### src/rtl/hazard_pkg.sv
// rtl/hazard_pkg.sv - shared forwarding select codes, divider states and match helper
package hazard_pkg;

  localparam logic [1:0] FWD_RF  = 2'b00;
  localparam logic [1:0] FWD_WB  = 2'b01;
  localparam logic [1:0] FWD_MEM = 2'b10;

  typedef enum logic {
    IDLE = 1'b0,
    BUSY = 1'b1
  } div_state_t;

  // A producer matches a consumer only when it writes a nonzero register
  function automatic logic reg_match(input logic we, input logic [4:0] dst, input logic [4:0] src);
    return we && (dst != 5'd0) && (dst == src);
  endfunction

endpackage

### src/rtl/div_stall_fsm.sv
// rtl/div_stall_fsm.sv - multi-cycle divider occupancy tracker that holds the pipeline
module div_stall_fsm
  import hazard_pkg::*;
#(
  parameter int DIV_CYCLES = 32
) (
  input  logic clk,
  input  logic resetn,
  input  logic div_startE,
  output logic div_hold,
  output logic div_busy
);

  localparam int CW = (DIV_CYCLES > 2) ? $clog2(DIV_CYCLES) : 1;
  localparam logic [CW-1:0] LAST = CW'(DIV_CYCLES - 1);

  div_state_t    state, state_n;
  logic [CW-1:0] cnt, cnt_n;

  // State and occupancy counter register
  always_ff @(posedge clk or negedge resetn) begin
    if (!resetn) begin
      state <= IDLE;
      cnt   <= '0;
    end else begin
      state <= state_n;
      cnt   <= cnt_n;
    end
  end

  // Next state; the final count releases the pipeline in the same cycle it leaves BUSY
  always_comb begin
    state_n  = state;
    cnt_n    = cnt;
    div_hold = 1'b0;
    div_busy = (state != IDLE);
    case (state)
      IDLE: begin
        if (div_startE) begin
          state_n = BUSY;
          cnt_n   = '0;
        end
      end
      BUSY: begin
        if (cnt == LAST) begin
          state_n = IDLE;
          cnt_n   = '0;
        end else begin
          cnt_n    = cnt + 1'b1;
          div_hold = 1'b1;
        end
      end
      default: state_n = IDLE;
    endcase
  end

endmodule

### src/rtl/hazard_ctrl.sv
// rtl/hazard_ctrl.sv - forwarding/stall/flush controller; divider hold enabled by HAZARD_DIV_STALL_EN
module hazard_ctrl
  import hazard_pkg::*;
#(
  parameter int DIV_CYCLES = 32
) (
  input  logic       clk,
  input  logic       resetn,
  input  logic [4:0] rsD,
  input  logic [4:0] rtD,
  input  logic [4:0] rsE,
  input  logic [4:0] rtE,
  input  logic [4:0] writeregE,
  input  logic [4:0] writeregM,
  input  logic [4:0] writeregW,
  input  logic       regwriteE,
  input  logic       regwriteM,
  input  logic       regwriteW,
  input  logic       memtoregE,
  input  logic       memtoregM,
  input  logic       branchD,
  input  logic       jrD,
  input  logic       div_startE,
  output logic [1:0] forwardAE,
  output logic [1:0] forwardBE,
  output logic       forwardAD,
  output logic       forwardBD,
  output logic       stallF,
  output logic       stallD,
  output logic       flushE,
  output logic       div_busy
);

  logic       div_hold;
  logic       lwstall;
  logic       branchstall;
  logic [1:0] fwd_a_n;
  logic [1:0] fwd_b_n;

  // Selects are precomputed in D, so E-stage sources and the W producer are not needed
  logic unused_inputs;
  assign unused_inputs = ^{rsE, rtE, writeregW, regwriteW};

`ifdef HAZARD_DIV_STALL_EN
  div_stall_fsm #(
    .DIV_CYCLES(DIV_CYCLES)
  ) u_div_stall_fsm (
    .clk       (clk),
    .resetn    (resetn),
    .div_startE(div_startE),
    .div_hold  (div_hold),
    .div_busy  (div_busy)
  );
`else
  logic unused_div;
  assign unused_div = div_startE ^ (DIV_CYCLES != 0);
  assign div_hold   = 1'b0;
  assign div_busy   = 1'b0;
`endif

  // Next-cycle execute selects: the producer now in E is younger than the one in M
  always_comb begin
    fwd_a_n = FWD_RF;
    fwd_b_n = FWD_RF;
    if (reg_match(regwriteE, writeregE, rsD))      fwd_a_n = FWD_MEM;
    else if (reg_match(regwriteM, writeregM, rsD)) fwd_a_n = FWD_WB;
    if (reg_match(regwriteE, writeregE, rtD))      fwd_b_n = FWD_MEM;
    else if (reg_match(regwriteM, writeregM, rtD)) fwd_b_n = FWD_WB;
  end

  // Load-use and decode-resolved branch hazards
  always_comb begin
    lwstall     = memtoregE && (writeregE != 5'd0) &&
                  ((writeregE == rsD) || (writeregE == rtD));
    branchstall = (branchD || jrD) &&
                  ((regwriteE && ((writeregE == rsD) || (writeregE == rtD))) ||
                   (memtoregM && ((writeregM == rsD) || (writeregM == rtD))));
  end

  assign forwardAD = reg_match(regwriteM, writeregM, rsD) && !memtoregM;
  assign forwardBD = reg_match(regwriteM, writeregM, rtD) && !memtoregM;
  assign stallF    = lwstall | branchstall | div_hold;
  assign stallD    = stallF;
  assign flushE    = (lwstall | branchstall) & ~div_hold;

  // D->E select register: a flushed bubble reads the register file, a stall holds
  always_ff @(posedge clk or negedge resetn) begin
    if (!resetn) begin
      forwardAE <= FWD_RF;
      forwardBE <= FWD_RF;
    end else if (flushE) begin
      forwardAE <= FWD_RF;
      forwardBE <= FWD_RF;
    end else if (!stallD) begin
      forwardAE <= fwd_a_n;
      forwardBE <= fwd_b_n;
    end
  end

endmodule
### config.mk
export PLATFORM = sky130hd
export DESIGN_NAME = hazard_ctrl
export DESIGN_NICKNAME = d
export VERILOG_FILES = /design/src/rtl/hazard_pkg.sv /design/src/rtl/div_stall_fsm.sv /design/src/rtl/hazard_ctrl.sv
export SDC_FILE = /design/constraint.sdc
export NUM_CORES = 1
export LEC_CHECK = 0
export CORE_MARGIN = 5
export CORE_UTILIZATION = 26
export CTS_CLUSTER_DIAMETER = 150
export DETAILED_ROUTE_END_ITERATION = 12
export PLACE_DENSITY_LB_ADDON = 0.2
export SYNTH_ARGS = -nofsm -noshare
export SYNTH_HDL_FRONTEND = slang
export SYNTH_SLANG_ARGS = --single-unit
### constraint.sdc
create_clock -name clk -period 1.3 [get_ports clk]
set_input_delay 0.13 -clock clk [delete_from_list [all_inputs] [get_ports clk]]
set_output_delay 0.13 -clock clk [all_outputs]
set_load 0.05 [all_outputs]
==> impl_metrics.yaml <==
clocking:
  cts-buffers-inserted: 3
  hold_buffers: 0
  cts_buffer_depth: 2
  path_clk_slew_ns: 0.03
  tritoncts: "yes"
  clock-sinks: 4
  cts_root_buf: "clkbuf_4"
  htreeDepth: 1
die:
  ios: 55
  die_width_um: 52.7
  die-area_um2: 2770
  die_h_um: 52.7
  rows: 15
  start_util_pct: 27.4
  coreArea_um2: 1730
timing:
  fin_tns_setup_ns: -0.475
  setup_ws_ns: -0.126
  maxSlewViolCount: 0
  setup_violations: 5
  layout_min_cycle_time_ns: 1.43
  max_freq_ghz: 0.701
  rsz0062_at_grt: "true"
  finalCritPeriodShare_pct: 110
  hold_viol: 0
logic_synthesis:
  synth-seq-cells: 4
  syn_nets: 105
  synth_cells: 60
  avgSynthCellArea_um2: 7.88
  yosysTopAreaCell: "xnor2_1"
  synth_area_leaders: "xnor2_1 26%, dfrtp_1 21%, xor2_1 11%, nor3_1 5.3%, buf_4 4.8%"
  yosysUniqueCellTypes: 16
  synth-seq-area-share_pct: 21.2
  yosysTopAreaCellShare_pct: 25.9
  yosys_warnings: 0
  syn_area_um2: 473
drt:
  drt-initial-drc-count: 4
  vias: 638
  routed_wl_um: 1730
  first_pass_iters: 4
  drc: 0
  antenna_left: 0
  wl_per_cell_um: 11.9
  routed_via_density: 4.37
setup_path:
  start_kind: "primary input"
  critPathKind: "primary input to output pin"
  critical_path_arrival_ns: 1.30
  crit_required_ns: 1.17
  end_kind: "output pin"
  path_max_fanout: 3
  startpoint: "rtD[1]"
grt:
  grt_first_pass_wirelength_um: 2730
  grt_overflow: 0
  grt_pass1_vias: 670
  grt_antenna_before_repair: 0
  grt_start_max_net_pins: 5
  gr-usage-all-layers_pct: 13.4
cells_and_area:
  nFillCells: 132
  post-route-util_pct: 75.2
  num_antenna_cells: 0
  synthToLayoutAreaGrowth_pct: 175
  final_area_um2: 1300
  layout_commonest_cell: "buf_4"
  num-nets-final: 168
  register_area_um2: 100
  final_cell_mix: "19 x buf_4, 18 x buf_6, 7 x clkdlybuf4s50_1, 7 x buf_12"
  drive_gt1_share_pct: 63.6
  multiInputGateArea_um2: 523
placement:
  preCtsSetupSlack_ns: -0.571
  gp_congestion: 0.753
  io_buffers: 36
  placed_area_um2: 1100
flow_run:
  drv_cap: 0
pwr:
  leakagePower_nw: 0.566
  finalPower_uw: 677
  peakVddDrop_mv: 0.277
  p_per_area_nw_per_um2: 521
min_path:
  min_path_type: "primary input to asynchronous set/reset pin"
outcome:
  status: "finished with violations"
  violations: "setup timing"
-- worst max-delay path by stage --
| stage | endpoint | cells after the start |
|---|---|---|
| floorplan | stallD | 6 |
| global placement | flushE | 7 |
| detailed placement | stallF | 7 |
| CTS | stallF | 7 |
| global route | stallD | 7 |
| finish | stallD | 7 |
-- state kept, by name, indices dropped and copies added (netlist names) --
register   count
forwardBE      2
forwardAE      2
-- what timing repair did --
action / in CTS / in global routing
gates resized for setup: 90 / 20
pin swaps: 27 / 19
hold endpoints to repair: 0 / 0
setup buffers: 4 / 1
setup endpoints to repair: 9 / 6
-- critical path, cell delays in order --
cell and delay (ns):
buf_6 0.10, xor2_2 0.17, nor3_2 0.18, nand3_1 0.13
a22oi_2 0.22, o21bai_4 0.20, buf_12 0.17
-- Yosys cell counts (all sizes together) --
| cell | count |
|---|---|
| xnor2 | 14 |
| nor2 | 6 |
| xor2 | 6 |
| nand2 | 5 |
| nor3 | 5 |
| o21ai | 5 |
| dfrtp | 4 |
| nand3 | 4 |
| buf | 3 |
| nor4 | 2 |
| or4 | 2 |
| a22oi | 1 |
| conb | 1 |
| o21bai | 1 |
| or2b | 1 |
-- per-layer routing --
layer  part of all wire, %  track usage [%]  routed length [um]  up-vias
met3                   5.3             3.99                  92        2
met1                    36             13.9                 630      291
met2                    58             24.8                 999       20
met4                  0.69             5.11                  12        0
met5                     0                0                   0        -
li1                      -                -                   -      325
-- where the power goes --
part           switching [mW]  total [mW]  internal (mW)
registers            0.000744       0.127          0.126
logic                   0.176       0.406          0.230
clock network          0.0410       0.144          0.103
-- layout make-up --
cell class	count	share of cell area (%)
Clock buffer	3	1.73
Multi-Input combinational cell	53	40.3
Sequential cell	4	7.71
Tap cell	25	2.41
Timing Repair Buffer	61	47.9
-- per-stage QoR --
| step | hold WS (ns) | cells |
|---|---|---|
| floorplan | -0.166 | 60 |
| global placement | 0.339 | 138 |
| detailed placement | 0.341 | 138 |
| CTS | 0.105 | 145 |
| global route | 0.0999 | 146 |
| finish | 0.102 | 146 |
-- kinds of logic (layout without fill, tap and decap cells) --
group	after synthesis	in the layout	synth area share, %
and+or+nand+nor	25	25	25.9
xor gates and xnor gates	20	20	37.0
AOI/OAI and AO/OA	7	7	10.3
DFF	4	4	21.2
buffers and inverters	3	64	4.76
other	1	1	0.793
No activity file was read; power rests on OpenSTA's default activity.
